### src/rtl/vga_pkg.sv
// Shared definitions for the VGA RAM arbiter.
//   state_t      : arbiter FSM states
//   BANKS_OFF    : inactive value for all low-active bank controls
//   bank_mask()  : active-high bank enables for a CPU access
//   pair_mask()  : active-high transceiver enables for the addressed bank pair
package vga_pkg;

    typedef enum logic [2:0] {
        ST_IDLE,
        ST_SETUP,
        ST_STROBE,
        ST_HOLD,
        ST_RELEASE
    } state_t;

    localparam logic [3:0] BANKS_OFF = 4'hF;

    // A1 selects the bank pair; A0 low enables the even bank, _bhe low the odd bank.
    function automatic logic [3:0] bank_mask(input logic [1:0] a, input logic bhe_n);
        logic [3:0] m;
        m = '0;
        if (!a[0])
            m[{a[1], 1'b0}] = 1'b1;
        if (!bhe_n)
            m[{a[1], 1'b1}] = 1'b1;
        return m;
    endfunction

    function automatic logic [3:0] pair_mask(input logic a1);
        return a1 ? 4'b1100 : 4'b0011;
    endfunction

endpackage

### src/rtl/vga_sync_bus.sv
// Multi-stage synchronizer for the asynchronous CPU bus bits.
//   clock     : system clock
//   reset     : synchronous, active-high; loads RESET_VAL into every stage
//   async_bus : raw CPU bus bits
//   sync_bus  : bits after STAGES flip-flops
module vga_sync_bus #(
    parameter int unsigned         STAGES    = 2,
    parameter int unsigned         WIDTH     = 6,
    parameter logic [WIDTH-1:0]    RESET_VAL = '0
) (
    input  logic             clock,
    input  logic             reset,
    input  logic [WIDTH-1:0] async_bus,
    output logic [WIDTH-1:0] sync_bus
);

    logic [WIDTH-1:0] chain [STAGES];

    always_ff @(posedge clock) begin
        if (reset) begin
            for (int unsigned i = 0; i < STAGES; i++)
                chain[i] <= RESET_VAL;
        end else begin
            chain[0] <= async_bus;
            for (int unsigned i = 1; i < STAGES; i++)
                chain[i] <= chain[i-1];
        end
    end

    assign sync_bus = chain[STAGES-1];

endmodule

### src/rtl/vga_ram_arbiter.sv
// Shares the four byte-wide VGA SRAM banks between video fetch and CPU accesses.
//   clock, reset             : 50 MHz clock, synchronous active-high reset
//   _vga_mem,_rd,_wr,_bhe    : asynchronous low-active CPU strobes
//   addr[1:0]                : CPU A1 (bank pair) / A0 (low byte disable)
//   video_req/_banks/_soon   : fetch slot now, banks it reads, slot imminent
//   video_grant              : fetch owns the RAM this cycle (combinational)
//   _cs_ram,_we_ram          : bank chip selects / write enables (low active)
//   _cpu_ram, cpu_ram_dir    : CPU transceiver enables / direction (1 = to RAM)
//   _cpu_ram_addr            : low = CPU address drives RAM address
//   rdy                      : CPU ready, low stretches the bus cycle
//   overrun                  : sticky, fetch slot hit a CPU cycle in progress
module vga_ram_arbiter
    import vga_pkg::*;
#(
    parameter int unsigned SYNC_STAGES = 2,
    parameter int unsigned WE_CYCLES   = 2,
    parameter int unsigned RD_CYCLES   = 2
) (
    input  logic       clock,
    input  logic       reset,
    input  logic       _vga_mem,
    input  logic [1:0] addr,
    input  logic       _rd,
    input  logic       _wr,
    input  logic       _bhe,
    input  logic       video_req,
    input  logic [3:0] video_banks,
    input  logic       video_soon,
    output logic       video_grant,
    output logic [3:0] _cs_ram,
    output logic [3:0] _we_ram,
    output logic [3:0] _cpu_ram,
    output logic       cpu_ram_dir,
    output logic       _cpu_ram_addr,
    output logic       rdy,
    output logic       overrun
);

    localparam logic [5:0] SYNC_RESET = 6'b1111_00;
    localparam logic [2:0] WE_LIM     = 3'(WE_CYCLES);
    localparam logic [2:0] RD_LIM     = 3'(RD_CYCLES);

    logic [5:0] bus_sync;
    logic       mem_n_s, rd_n_s, wr_n_s, bhe_n_s;
    logic [1:0] addr_s;
    logic       cpu_req;

    state_t     state;
    logic [2:0] cnt;
    logic [3:0] mask_q;
    logic       is_wr_q;
    logic [3:0] cs_cpu_q, we_q, cpu_ram_q;
    logic       dir_q, addr_n_q, rdy_q, overrun_q;
    logic       cpu_idle_q;

    vga_sync_bus #(
        .STAGES    (SYNC_STAGES),
        .WIDTH     (6),
        .RESET_VAL (SYNC_RESET)
    ) u_sync (
        .clock     (clock),
        .reset     (reset),
        .async_bus ({_vga_mem, _rd, _wr, _bhe, addr}),
        .sync_bus  (bus_sync)
    );

    assign {mem_n_s, rd_n_s, wr_n_s, bhe_n_s, addr_s} = bus_sync;
    assign cpu_req = !mem_n_s && (!rd_n_s || !wr_n_s);

    // Registered CPU controls lag the state by one clock, so the first RELEASE
    // clock still shows the bank held; video may only take over once they are off.
    assign video_grant = video_req && cpu_idle_q &&
                         (state == ST_IDLE || state == ST_RELEASE);

    assign _cs_ram       = cs_cpu_q & (video_grant ? ~video_banks : BANKS_OFF);
    assign _we_ram       = we_q;
    assign _cpu_ram      = cpu_ram_q;
    assign cpu_ram_dir   = dir_q;
    assign _cpu_ram_addr = addr_n_q;
    assign rdy           = rdy_q;
    assign overrun       = overrun_q;

    always_ff @(posedge clock) begin
        if (reset) begin
            state      <= ST_IDLE;
            cnt        <= '0;
            mask_q     <= '0;
            is_wr_q    <= 1'b0;
            cs_cpu_q   <= BANKS_OFF;
            we_q       <= BANKS_OFF;
            cpu_ram_q  <= BANKS_OFF;
            dir_q      <= 1'b0;
            addr_n_q   <= 1'b1;
            rdy_q      <= 1'b1;
            overrun_q  <= 1'b0;
            cpu_idle_q <= 1'b1;
        end else begin
            if (video_req && !video_grant)
                overrun_q <= 1'b1;

            case (state)
                ST_IDLE: begin
                    if (cpu_req) begin
                        rdy_q <= 1'b0;
                        if (!video_req && !video_soon) begin
                            mask_q  <= bank_mask(addr_s, bhe_n_s);
                            is_wr_q <= !wr_n_s;
                            state   <= ST_SETUP;
                        end
                    end else begin
                        rdy_q <= 1'b1;
                    end
                end

                ST_SETUP: begin
                    if (!cpu_req) begin
                        state <= ST_RELEASE;
                    end else begin
                        cs_cpu_q   <= ~mask_q;
                        cpu_ram_q  <= ~pair_mask(addr_s[1]);
                        addr_n_q   <= 1'b0;
                        dir_q      <= is_wr_q;
                        cpu_idle_q <= 1'b0;
                        cnt        <= 3'd1;
                        state      <= ST_STROBE;
                    end
                end

                ST_STROBE: begin
                    if (!cpu_req) begin
                        we_q  <= BANKS_OFF;
                        state <= ST_RELEASE;
                    end else begin
                        if (is_wr_q)
                            we_q <= ~mask_q;
                        if (cnt >= (is_wr_q ? WE_LIM : RD_LIM))
                            state <= ST_HOLD;
                        else
                            cnt <= cnt + 3'd1;
                    end
                end

                ST_HOLD: begin
                    we_q  <= BANKS_OFF;
                    state <= ST_RELEASE;
                end

                ST_RELEASE: begin
                    cs_cpu_q   <= BANKS_OFF;
                    cpu_ram_q  <= BANKS_OFF;
                    we_q       <= BANKS_OFF;
                    addr_n_q   <= 1'b1;
                    dir_q      <= 1'b0;
                    rdy_q      <= 1'b1;
                    cpu_idle_q <= 1'b1;
                    // Only a released strobe re-arms IDLE, so one bus cycle runs once.
                    if (!cpu_req)
                        state <= ST_IDLE;
                end

                default: state <= ST_IDLE;
            endcase
        end
    end

endmodule

### config.mk
export PLATFORM = sky130hd
export DESIGN_NAME = vga_ram_arbiter
export DESIGN_NICKNAME = d
export VERILOG_FILES = /design/src/rtl/vga_pkg.sv /design/src/rtl/vga_sync_bus.sv /design/src/rtl/vga_ram_arbiter.sv
export SDC_FILE = /design/constraint.sdc
export NUM_CORES = 1
export LEC_CHECK = 0
export BUFFER_PORTS_ARGS = -buffer_cell sky130_fd_sc_hd__buf_2
export CAP_MARGIN = 30
export CORE_ASPECT_RATIO = 1.4
export CORE_MARGIN = 1
export CORE_UTILIZATION = 30
export DETAILED_ROUTE_END_ITERATION = 10
export PLACE_DENSITY = 0.56
export RECOVER_POWER = 25
export SYNTH_ARGS = -nofsm -noshare
export SYNTH_HDL_FRONTEND = slang
export SYNTH_SLANG_ARGS = --single-unit
### constraint.sdc
create_clock -name clock -period 4.13 [get_ports clock]
set_input_delay 0.413 -clock clock [delete_from_list [all_inputs] [get_ports clock]]
set_output_delay 0.413 -clock clock [all_outputs]
set_load 0.02 [all_outputs]
==> results.md, run 1 <==
Clock network:
- The TritonCTS clock tree is yes.
- The count of cells resized by post-cts repair is 0.
- The clock passes through at most 2 buffers.
- The depth of the CTS H-tree is 2.
- The clock input transition at the sequential cells of the worst setup and hold paths is 0.07 ns.
- Clock tree synthesis inserted a total of 5 buffers.
- After clock tree synthesis, the setup repair step added 0 buffers.
- The count of hold-fix buffers inserted at cts is 0.
- The clock insertion delay at the later pin of the skew report is 0.29 ns.
- The master cell of the clock root buffer is sky130_fd_sc_hd__clkbuf_8.
- The clock sink count is 37.

Die:
- The die is 83.5 um tall.
- The starting utilization of the core area is 31.4%.
- The floorplan step defined a die boundary enclosing 0.00503 mm^2.
- The total area inside the core boundary comes to 0.00454 mm^2.
- After floorplanning, the core was divided into 29 placement rows.
- The width of the die is 60.2 um.
- 31 I/O pins were placed.

Timing:
- Derived from the worst setup path, the maximum achievable clock frequency is 0.502 GHz.
- The share of the clock period used by the worst path after layout is 48.3%.
- The worst pin sits at a relative slew slack of 28.3%.
- The routed design could run at a clock period as short as 1.99 ns.
- The measured slew at the worst slew-check pin is 1.08 ns.
- Setup repair after global routing left no endpoint under its margin.
- The total negative setup slack is 0 ns.
- Setup violations remaining at the end of the flow were counted as 0.
- The clock arrives with 0.00687 ns of skew.
- The count of final hold-check violations was 0.
- The final number of max-transition violations is 0.

Synth:
- The sequential area share after synthesis is 52.0%.
- The average instance in the mapped netlist occupies 10.1 um^2.
- In this run, distinct cell masters in the synthesized netlist total 38.
- Of the post-synthesis cell area, the dominant cell type holds 52.0%.
- The number of storage elements in the synthesis netlist is 37.
- In this run the cell area of the synthesized design comes to 0.00142 mm^2.
- In the synthesized netlist, the number of instances is 141.
- The total number of yosys warnings is 0.
- In this run, synthesis inferred 0 flip-flops with an integrated enable.
- The net count after synthesis is 157.
- The dominant register cell in the synthesized netlist is sky130_fd_sc_hd__dfxtp_1.
- By area the synthesized netlist is led by sky130_fd_sc_hd__dfxtp_1 (52%), sky130_fd_sc_hd__o21ai_0 (4.2%), sky130_fd_sc_hd__or2_2 (3.5%), sky130_fd_sc_hd__a21boi_0 (3.2%), sky130_fd_sc_hd__a21oi_1 (2.8%).
- The synthesized design spends more area on one cell type than any other, namely sky130_fd_sc_hd__dfxtp_1.
- In the synthesized netlist the async set-or-reset flop fraction comes to 0%.

Final layout:
- The top cell types in the final layout, fill and taps aside, are sky130_fd_sc_hd__dfxtp_1 (37), sky130_fd_sc_hd__buf_2 (29), sky130_fd_sc_hd__o21ai_0 (12).
- The sequential cell area is 741 um^2.
- The library cell used most frequently in the layout, excluding fill and tap cells, is sky130_fd_sc_hd__dfxtp_1.
- In the final layout, the share of cells above drive strength 1 is 27.5%.
- The area growth from synthesis to layout is 21.6%.
- The layout has 452 filler cells.
- The total number of nets in the final design is 186.
- The repair_antennas step left the layout with diodes totalling 0.
- The area of the multi-input gates is 629 um^2.

Worst setup path:
- STA classifies the critical path startpoint as a register.
- The endpoint type of the worst setup path is an output pin.
- The total buffers and inverters traversed by the critical path is 1.
- The largest single stage delay on the critical path is 0.55 ns.
- The required arrival time at the worst endpoint is 3.72 ns.
- The critical path is of the register to output pin type.
- The cell type group with the largest total delay on the critical path is flip-flops.
- At the worst endpoint, the arrival time is 1.58 ns.
- The largest individual stage delay along the critical path comes from the cell sky130_fd_sc_hd__dfxtp_1.
- The critical path goes through nor2_1 > and3_1 > a21boi_0 > buf_2.
- The largest fanout on the critical path is 12.

Routing:
- The initial DRC count is 63.
- The highest metal layer with signal wires is met4.
- After detailed routing, the number of vias per cell comes to 4.96.
- Before antenna repair, the detailed router went through 5 iterations.
- In this run the remaining antenna-violating nets after routing total 0.
- The routed wire length on met2 is 1520 um.
- After detailed routing, the total wire length is 2930 um.
- The average wire length per cell after detail routing is 12.6 um.
- After detailed routing, the wire length on met1 is 1190 um.
- The wire length on met3 is 151 um.
- The total via count after detailed routing is 1156.
- In the routed design, unresolved DRC markers number 0.

Status:
- The flow ran to the end, and the final reports show no timing, DRC or antenna violations.

Pwr:
- The final total power is 0.000719 W.
- The worst-case IR drop observed on VDD is 0.212 mV.
- In this run the static leakage power is 0.636 nW.
- The power per unit of standard cell area is 415 mW/mm^2.

GRT:
- The number of global-route vias before repair is 1055.
- Across every metal layer, demand over resource in global routing totals 12.8%.
- The number of antenna violations at the first check in global routing came to 0.
- For this run the aggregate overflow at the end of global routing stands at 0.
- The first global-routing pass estimated 4770 um of wire.
- The pin count of the biggest net entering global routing is 28.

Flow run:
- The max-capacitance violation count is 0.

Min path:
- The worst hold path class is primary input to register.

Placed design:
- The estimated wirelength of the detail-placed design is 2170 um.
- The weighted congestion reported at the end of routability-driven placement is 0.812.
- Input and output buffers added on the ports amount to 30.
## metrics by stage
stage          utilization [%]  area [um^2]  setup WS, ns  cells  hold WS (ns)
2_1_floorplan                -         1420          2.23    141         0.389
4_1_cts                   38.2         1730          2.11    233         0.299
5_1_grt                   38.2         1730          2.01    233         0.304
3_5_place_dp              35.6         1610          2.43    225         0.394
6_report                  38.2         1730          2.14    233         0.302
3_3_place_gp              35.6         1610          2.48    225         0.392
## worst register-to-register path, stage by stage (launching register included)
cell and delay [ns]:
sky130_fd_sc_hd__dfxtp_1 0.42, sky130_fd_sc_hd__or4_4 0.61, sky130_fd_sc_hd__or4_1 0.43, sky130_fd_sc_hd__a21oi_1 0.15
## kinds of logic after synthesis
| kind of cell | share of synthesized area [%] |
|---|---|
| flops | 52.0 |
| xor+xnor | 0.615 |
| buf+inv | 3.78 |
| mux | 0.703 |
| fa+ha+maj | 1.76 |
| simple gates | 17.0 |
| compound gates | 24.2 |
## flip-flops by register name, indices dropped and copies added (netlist names)
register	cells
_cpu_ram	2
_we_ram	4
cnt	3
cpu_idle_q	1
cpu_ram_dir	1
cs_cpu_q	4
is_wr_q	1
mask_q	4
overrun	1
rdy	1
state	3
u_sync.chain	12
## final cells by class
cell class,instances,share of cell area [%]
clock buffers,6,4.77
well taps,62,4.48
inverters,4,0.867
flip-flops and latches,37,42.8
repair buffers,30,8.60
multi-input cells,92,36.3
clock inverters,2,2.17
## metal layers
| metal | vias to the layer above | global-route usage [%] |
|---|---|---|
| met1 | 542 | 13.7 |
| li1 | 576 | - |
| met2 | 33 | 21.5 |
| met3 | 5 | 4.81 |
| met5 | - | 0 |
| met4 | 0 | 5.71 |
## power by group
| part | internal [W] | total, W | switching (W) | leakage [nW] |
|---|---|---|---|---|
| registers | 0.000362 | 0.000366 | 0.00000380 | 0.301 |
| logic | 0.0000146 | 0.0000325 | 0.0000179 | 0.277 |
| clock network | 0.000196 | 0.000320 | 0.000124 | 0.0574 |
| total | 0.000573 | 0.000719 | 0.000146 | 0.636 |
## final timing paths
check | startpoint | to | slack, ns | depth (start not counted)
hold reg to reg | u_sync.chain[0][2] | u_sync.chain[0][8] | 0.41 | 1
setup / recovery | state[0] | _cs_ram[0] | 2.14 | 4
setup reg to reg | state[0] | mask_q[0] | 2.44 | 3
hold / removal | _vga_mem | u_sync.chain[0][5] | 0.30 | 2
## cells in the mapped netlist (4+ instances only)
cell / count
sky130_fd_sc_hd__nor2b_1: 6
sky130_fd_sc_hd__nand2_1: 4
sky130_fd_sc_hd__o21ai_0: 12
sky130_fd_sc_hd__clkbuf_1: 5
sky130_fd_sc_hd__inv_1: 4
sky130_fd_sc_hd__a21oi_1: 8
sky130_fd_sc_hd__a21boi_0: 6
sky130_fd_sc_hd__o211ai_1: 4
sky130_fd_sc_hd__a2bb2oi_1: 4
sky130_fd_sc_hd__or2_2: 8
sky130_fd_sc_hd__dfxtp_1: 37
(Power assumes the default switching activity.)
==> run 2: changes to the inputs <==
ABC_AREA = 1   (was unset)
clock period = 2 ns   (was 4.13 ns; I/O delays follow)
==> results.md, run 2 <==
Status:
- Run status: completed (unchanged).

GRT:
- The number of global-route vias before repair is 1159 (was 1055).
- The wire length of the first global-routing pass was 5040 um (was 4770 um).
- The total congestion overflow is 0 (unchanged).
- The pin count of the biggest net entering global routing is 21 (was 28).
- The number of antenna violations at the first check in global routing is 0 (unchanged).
- The combined global-route utilization of all metal layers came to 13.3% (was 12.8%).

Timing:
- The achievable frequency is 0.611 GHz.
- The total negative setup slack is 0 ns (unchanged).
- After layout, the minimum clock period comes to 1.64 ns.
- The count of final hold-check violations is 0 (unchanged).
- The number of setup violations in the final report is 0 (unchanged).
- The setup skew after layout is 0.00738 ns (was 0.00687 ns).
- The final number of max-transition violations is 0 (unchanged).
- The worst hold margin is 0.0925 ns (was 0.302 ns).
- The measured slew at the worst slew-check pin is 0.833 ns (was 1.08 ns).
- Dividing the final minimum period by the clock period gives 81.9%.
- The worst slew margin relative to its limit is 44.5% (was 28.3%).
- Unrepaired setup endpoints after global routing: no (unchanged).

Clock network:
- The TritonCTS clock tree is yes (unchanged).
- The count of cells resized by post-cts repair is 0 (unchanged).
- The master cell of the clock root buffer is sky130_fd_sc_hd__clkbuf_8 (unchanged).
- The clock input transition at the sequential cells of the worst setup and hold paths is 0.07 ns (about the same).
- The count of hold-fix buffers inserted at cts is 0 (unchanged).
- The depth of the CTS H-tree came to 2 (unchanged).
- The clock sink count is 37 (unchanged).
- The number of setup buffers added after CTS is 0 (unchanged).
- The clock tree buffer depth is 2 (unchanged).
- The clock insertion delay at the later pin of the skew report is 0.29 ns (about the same).
- The CTS buffer count was 5 (unchanged).

Pwr:
- The portion of total power attributed to sequential cells is 50.3% (was 50.9%).
- The clock share of power is 43.6% (was 44.6%).
- The internal power component is 0.00119 W (was 0.000573 W).
- The net switching power was 0.000319 W (was 0.000146 W).
- The worst-case vdd ir drop is 0.433 mV (was 0.212 mV).
- The power per unit of standard cell area is 845 mW/mm^2 (was 415 mW/mm^2).
- The static leakage power was 0.837 nW (was 0.636 nW).
- The fraction of power spent switching nets is 21.1% (was 20.3%).
- The share of total power in combinational logic is 6.1% (was 4.5%).

Final layout:
- The number of filler cells placed in the layout is 504 (was 452).
- The most common cell after layout, fill and taps aside is sky130_fd_sc_hd__dfxtp_1 (unchanged).
- The final instance area came to 0.00179 mm^2 (was 0.00173 mm^2).
- The area of the multi-input gates is 603 um^2 (was 629 um^2).
- The register with the highest flop count was u_sync.chain (unchanged).
- The number of standard cells in the final layout excluding fillers is 282 (was 233).
- The share of post-route cells with drive strength above 1 is 27.7% (was 27.5%).
- The antenna diode instance count is 0 (unchanged).
- The total number of nets in the final design is 235 (was 186).
- Commonest cells after routing, fill and taps aside: sky130_fd_sc_hd__dfxtp_1 (37), sky130_fd_sc_hd__nand2_1 (33), sky130_fd_sc_hd__buf_2 (28) (was sky130_fd_sc_hd__dfxtp_1 (37), sky130_fd_sc_hd__buf_2 (29), sky130_fd_sc_hd__o21ai_0 (12)).
- The number of flip-flops in the largest register came to 12 (unchanged).
- The area growth from synthesis to layout is 20.7% (was 21.6%).
- The final core utilization came to 38.6% (was 38.2%).
- The sequential cell area came to 741 um^2 (unchanged).

Routing:
- The detailed-router iteration count before antenna repair is 4 (was 5).
- The number of nets with antenna violations after detailed routing is 0 (unchanged).
- The initial DRC count came to 46 (was 63).
- The average wire length per cell after detail routing is 9.93 um (was 12.6 um).
- The total via count after detailed routing is 1215 (was 1156).
- The total length of routed wires came to 2800 um (was 2930 um).
- The number of design rule violations left after detail routing is 0 (unchanged).
- The vias per cell is 4.31 (was 4.96).

Worst setup path:
- The largest fanout on the critical path is 5 (was 12).
- The critical path depth was 7 (was 4).
- The required arrival time at the worst endpoint is 1.80 ns (was 3.72 ns).
- The endpoint type of the worst setup path is an output pin (unchanged).
- The slowest cell on the critical path is sky130_fd_sc_hd__dfxtp_1 (unchanged).
- The startpoint-to-endpoint class of the critical path is register to output pin (unchanged).
- The delay of the slowest critical-path stage is 0.35 ns (was 0.55 ns).
- The element type at the critical path start is a register (unchanged).
- The number of cells on the worst reg-to-reg path is 9 (was 3).
- The total buffers and inverters traversed by the critical path came to 3 (was 1).
- The cell type group with the largest total delay on the critical path is simple AND/OR/NAND/NOR gates (was flip-flops).
- The arrival time reported for the critical path endpoint is 1.44 ns (was 1.58 ns).
- Critical-path cell list: nor2_1 > nand3_1 > inv_1 > nand2_1 > nand2_1 > inv_1 > buf_2 (was nor2_1 > and3_1 > a21boi_0 > buf_2).

Synth:
- The count of mapped cells out of synthesis came to 188 (was 141).
- The most numerous cell in the Yosys netlist is sky130_fd_sc_hd__dfxtp_1 (unchanged).
- The average footprint of a synthesized cell is 7.89 um^2 (was 10.1 um^2).
- The total number of yosys warnings was 0 (unchanged).
- The cell area after synthesis came to 0.00148 mm^2 (was 0.00142 mm^2).
- The sequential area share after synthesis is 49.9% (was 52.0%).
- The net count after synthesis is 204 (was 157).
- Area contributors post-synth: sky130_fd_sc_hd__dfxtp_1 (50%), sky130_fd_sc_hd__nand2_1 (8.3%), sky130_fd_sc_hd__nor2_1 (5.6%), sky130_fd_sc_hd__inv_1 (5.3%), sky130_fd_sc_hd__nand3_1 (5.1%) (was sky130_fd_sc_hd__dfxtp_1 (52%), sky130_fd_sc_hd__o21ai_0 (4.2%), sky130_fd_sc_hd__or2_2 (3.5%), sky130_fd_sc_hd__a21boi_0 (3.2%), sky130_fd_sc_hd__a21oi_1 (2.8%)).
- The number of synthesized flops with an enable pin is 0 (unchanged).
- Top cell types by occurrence after synthesis: sky130_fd_sc_hd__dfxtp_1 (37), sky130_fd_sc_hd__nand2_1 (33), sky130_fd_sc_hd__nor2_1 (22), sky130_fd_sc_hd__inv_1 (21), sky130_fd_sc_hd__nand3_1 (15) (was sky130_fd_sc_hd__dfxtp_1 (37), sky130_fd_sc_hd__o21ai_0 (12), sky130_fd_sc_hd__a21oi_1 (8), sky130_fd_sc_hd__or2_2 (8)).
- The fraction of synthesis flops using an asynchronous set or reset pin came to 0% (unchanged).
- The number of storage elements in the synthesis netlist is 37 (unchanged).
- The library cell occupying the most area in the post-synthesis netlist is sky130_fd_sc_hd__dfxtp_1 (unchanged).
- The share of the synthesized area in the top cell type was 49.9% (was 52.0%).
- The count of unique library cells instantiated by Yosys is 23 (was 38).
- The dominant register cell in the synthesized netlist is sky130_fd_sc_hd__dfxtp_1 (unchanged).

Min path:
- The worst hold path class is primary input to register (unchanged).
- The number of cells on the worst hold path is 2 (unchanged).

Placed design:
- The weighted congestion reported at the end of routability-driven placement is 0.851 (was 0.812).
- The port buffer count is 30 (unchanged).
- The estimated wirelength of the detail-placed design is 2170 um (about the same).
- The post-detailed-placement cell area is 0.00167 mm^2 (was 0.00161 mm^2).
- The post-placement cell count is 274 (was 225).

Die:
- The starting utilization of the core area is 32.0% (was 31.4%).
- The core footprint was 0.00464 mm^2 (was 0.00454 mm^2).
- The die extent in y is 85.2 um (was 83.5 um).
- The count of boundary I/O pins is 31 (unchanged).
- The width of the die is 61.4 um (was 60.2 um).
- The count of standard-cell rows is 29 (unchanged).
- The area enclosed by the die boundary came to 0.00524 mm^2 (was 0.00503 mm^2).

Flow run:
- The max-capacitance violation count is 0 (unchanged).
-- run 2: cell types whose count changed in the layout (fill, tap and decap cells not counted), moves of 6 or more --
cell,before,now
sky130_fd_sc_hd__nor2_1,3,22
sky130_fd_sc_hd__nand3_1,3,15
sky130_fd_sc_hd__inv_2,0,6
sky130_fd_sc_hd__o21ai_1,0,6
sky130_fd_sc_hd__nor2b_1,6,0
sky130_fd_sc_hd__o21ai_0,12,6
sky130_fd_sc_hd__a21boi_0,6,0
sky130_fd_sc_hd__inv_1,4,21
sky130_fd_sc_hd__nand2_1,4,33
-- run 2: final timing paths --
check	end	start	slack [ns]
worst max register to register	cnt[2]	cnt[0]	0.71
worst min register to register	u_sync.chain[0][7]	u_sync.chain[0][1]	0.40
worst max-delay path	_cs_ram[3]	state[0]	0.36
worst min-delay path	u_sync.chain[0][2]	_bhe	0.09
-- run 2: routing by layer --
layer	track usage [%]	vias up	routed length (um)
met5	0	-	0
met4	7.07	0	65
met3	5.49	6	153
met2	21.2	34	1360
met1	14.6	519	1220
li1	-	656	-
-- run 2: area by class of cell --
class / instances / share of cell area [%]
clock inverter: 2 / 2.10
sequential: 37 / 41.4
inverter: 27 / 5.66
timing repair buffer: 30 / 8.25
clock buffer: 6 / 4.61
multi-input combinational: 118 / 33.7
tap: 62 / 4.33
-- run 2: worst register-to-register path: cells and delay by family (launching register included) --
kind | cells | cell delay, ns
flip-flops | 1 | 0.35
buffers and inverters | 1 | 0.07
AO/OA/AOI/OAI | 1 | 0.11
adder cells (fa/ha/maj) | 1 | 0.19
AND/OR/NAND/NOR | 6 | 0.51
-- run 2: power by group through the flow --
stage	sequential [W]	combinational [W]	clock (W)
after floorplan	0.000781	0.0000598	0
after global placement	0.000778	0.0000948	0
after detailed placement	0.000778	0.0000953	0
after CTS	0.000761	0.0000952	0.000681
after global routing	0.000763	0.000106	0.000726
final	0.000761	0.0000929	0.000660
-- run 2: cells by family (layout without fill, tap and decap cells) --
family / Yosys count / in the layout / synth area share (%)
DFF: 37 / 37 / 49.9
AOI/OAI and AO/OA: 27 / 27 / 10.4
and+or+nand+nor: 89 / 89 / 28.6
buffers and inverters: 33 / 65 / 9.44
adders and majority gates: 2 / 2 / 1.69
-- run 2: through the flow --
stage / setup slack (ns) / total power [W]
6_report: 0.362 / 0.00151
5_1_grt: 0.214 / 0.00159
3_3_place_gp: 0.716 / 0.000873
4_1_cts: 0.320 / 0.00154
2_1_floorplan: 0.790 / 0.000840
3_5_place_dp: 0.645 / 0.000873
==> run 3: changes to the inputs <==
clock period = 1.67 ns   (was 2 ns; I/O delays follow)
==> results.md, run 3 (synthesis gave the netlist of run 2 again) <==
Status:
- Run status: completed (unchanged).

Pwr:
- The static leakage power is 0.824 nW (was 0.837 nW).
- The final total power came to 0.00164 W (was 0.00151 W).
- The power per unit of standard cell area is 930 mW/mm^2 (was 845 mW/mm^2).
- The worst-case vdd ir drop is 0.525 mV (was 0.433 mV).

Worst setup path:
- The startpoint-to-endpoint class of the critical path is register to output pin (unchanged).
- The endpoint of the lowest-slack register-to-register path is _we_ram[1] (was cnt[2]).
- The origin of the critical flop-to-flop path is state[0] (was cnt[0]).
- The arrival time reported for the critical path endpoint came to 1.33 ns (was 1.44 ns).
- The setup slack of the most critical reg-to-reg path is 0.39 ns (was 0.71 ns).
- The element type at the critical path start is a register (unchanged).
- The endpoint type of the worst setup path is an output pin (unchanged).
- The required arrival time at the worst endpoint came to 1.50 ns (was 1.80 ns).
- The largest fanout on the critical path came to 5 (unchanged).
- The number of cells on the worst reg-to-reg path is 7 (was 9).

Placed design:
- The weighted congestion reported at the end of routability-driven placement was 0.877 (was 0.851).
- The post-placement cell count is 274 (unchanged).
- The post-detailed-placement cell area is 0.00167 mm^2 (unchanged).
- The port buffer count came to 30 (unchanged).
- The estimated wirelength of the detail-placed design was 2110 um (was 2170 um).

Final layout:
- The most common cell after layout, fill and taps aside is sky130_fd_sc_hd__dfxtp_1 (unchanged).
- The total number of nets in the final design was 235 (unchanged).
- The share of post-route cells with drive strength above 1 is 28.6% (was 27.7%).
- The number of flip-flops in the largest register is 12 (unchanged).
- The area growth from synthesis to layout came to 18.5% (was 20.7%).
- The number of filler cells placed in the layout is 529 (was 504).
- The antenna diode instance count was 0 (unchanged).
- Commonest cells after routing, fill and taps aside: sky130_fd_sc_hd__dfxtp_1 (37), sky130_fd_sc_hd__nand2_1 (33), sky130_fd_sc_hd__buf_2 (28) (unchanged).
- The number of standard cells in the final layout excluding fillers is 282 (unchanged).
- The final instance area came to 0.00176 mm^2 (was 0.00179 mm^2).
- The register with the highest flop count is u_sync.chain (unchanged).

Die:
- The width of the die is 61.4 um (unchanged).
- The core footprint is 0.00464 mm^2 (unchanged).
- The die extent in y was 85.2 um (unchanged).
- The area enclosed by the die boundary is 0.00524 mm^2 (unchanged).
- The count of standard-cell rows is 29 (unchanged).
- The count of boundary I/O pins was 31 (unchanged).
- The starting utilization of the core area is 32.0% (unchanged).

Clock network:
- The depth of the CTS H-tree was 2 (unchanged).
- The clock sink count is 37 (unchanged).
- The clock tree buffer depth is 2 (unchanged).
- The clock input transition at the sequential cells of the worst setup and hold paths is 0.08 ns (was 0.07 ns).
- The CTS buffer count is 5 (unchanged).
- The TritonCTS clock tree is yes (unchanged).
- The count of hold-fix buffers inserted at cts is 0 (unchanged).
- The number of setup buffers added after CTS was 0 (unchanged).
- The count of cells resized by post-cts repair was 0 (unchanged).
- The master cell of the clock root buffer is sky130_fd_sc_hd__clkbuf_8 (unchanged).
- The clock insertion delay at the later pin of the skew report is 0.29 ns (about the same).

Routing:
- The initial DRC count was 42 (was 46).
- The total length of routed wires came to 2820 um (was 2800 um).
- The vias per cell is 4.29 (was 4.31).
- The total via count after detailed routing was 1211 (was 1215).
- The detailed-router iteration count before antenna repair is 4 (unchanged).
- The average wire length per cell after detail routing is 9.99 um (was 9.93 um).
- The number of nets with antenna violations after detailed routing is 0 (unchanged).
- The number of design rule violations left after detail routing was 0 (unchanged).

Min path:
- The number of cells on the worst hold path is 2 (unchanged).
- The startpoint of the worst hold path is _vga_mem (was _bhe).
- The endpoint with the worst hold slack was u_sync.chain[0][5] (was u_sync.chain[0][2]).
- The worst hold path class was primary input to register (unchanged).

GRT:
- The combined global-route utilization of all metal layers is 12.5% (was 13.3%).
- The wire length of the first global-routing pass is 4770 um (was 5040 um).
- The number of antenna violations at the first check in global routing came to 0 (unchanged).
- The number of global-route vias before repair is 1074 (was 1159).
- The pin count of the biggest net entering global routing was 21 (unchanged).
- The total congestion overflow is 0 (unchanged).

Timing:
- The total negative setup slack was 0 ns (unchanged).
- The count of final hold-check violations is 0 (unchanged).
- The final number of max-transition violations is 0 (unchanged).
- The number of setup violations in the final report is 0 (unchanged).
- Of the available clock period, the critical path in the final layout requires 89.7%.
- The worst hold margin is 0.0551 ns (was 0.0925 ns).
- The measured slew at the worst slew-check pin is 0.905 ns (was 0.833 ns).
- The worst slew margin relative to its limit is 39.7% (was 44.5%).
- The post-route minimum period is 1.50 ns.
- Unrepaired setup endpoints after global routing: no (unchanged).
- The setup skew after layout is 0.00817 ns (was 0.00738 ns).
- Static timing analysis puts the maximum clock frequency at 0.668 GHz.

Flow run:
- The max-capacitance violation count is 0 (unchanged).
[run 3: metrics by stage]
step	setup WS [ns]	util (%)
finish	0.172	37.9
global route	0.0104	37.9
CTS	0.0329	37.9
detailed placement	0.363	36.0
global placement	0.413	36.0
floorplan	0.493	-
[run 3: area by class of cell]
cell class | instances | area [um^2] | share of cell area [%]
inverter | 27 | 101 | 5.76
timing repair buffer | 30 | 148 | 8.39
clock buffer | 5 | 68.8 | 3.91
tap | 62 | 77.6 | 4.41
multi-input combinational | 118 | 606 | 34.4
sequential | 37 | 741 | 42.1
clock inverter | 3 | 17.5 | 0.996
[run 3: critical path: stages (launching register included)]
cell,delay [ns]
sky130_fd_sc_hd__dfxtp_1,0.36
sky130_fd_sc_hd__nor2_2,0.16
sky130_fd_sc_hd__nand3_1,0.12
sky130_fd_sc_hd__inv_2,0.12
sky130_fd_sc_hd__nand2_1,0.06
sky130_fd_sc_hd__nand2_1,0.05
sky130_fd_sc_hd__inv_1,0.03
sky130_fd_sc_hd__buf_2,0.15
[run 3: worst max-delay path by stage]
stage,start,endpoint,slack [ns],cells past startpoint
global placement,cnt[0],cnt[1],0.41,9
global route,state[0],_cs_ram[2],0.01,7
floorplan,state[0],_cs_ram[0],0.49,6
finish,state[0],_cs_ram[1],0.17,7
CTS,state[0],_cs_ram[2],0.03,7
detailed placement,state[0],_cs_ram[2],0.36,7
[run 3: report_power, final]
| group | leakage (nW) | total (W) | internal, W | switching (W) |
|---|---|---|---|---|
| clock network | 0.0439 | 0.000613 | 0.000288 | 0.000325 |
| logic | 0.478 | 0.000112 | 0.0000429 | 0.0000693 |
| registers | 0.302 | 0.000911 | 0.000902 | 0.00000870 |
[run 3: metal layers]
layer  wire [um]  track usage [%]  vias to the layer above  part of all wire, %
li1            -                -                      657                    -
met4          78             7.27                        0                  2.8
met1        1270             13.8                      517                   45
met3         134             4.88                        8                  4.8
met5           0                0                        -                    0
met2        1340             19.9                       29                   47
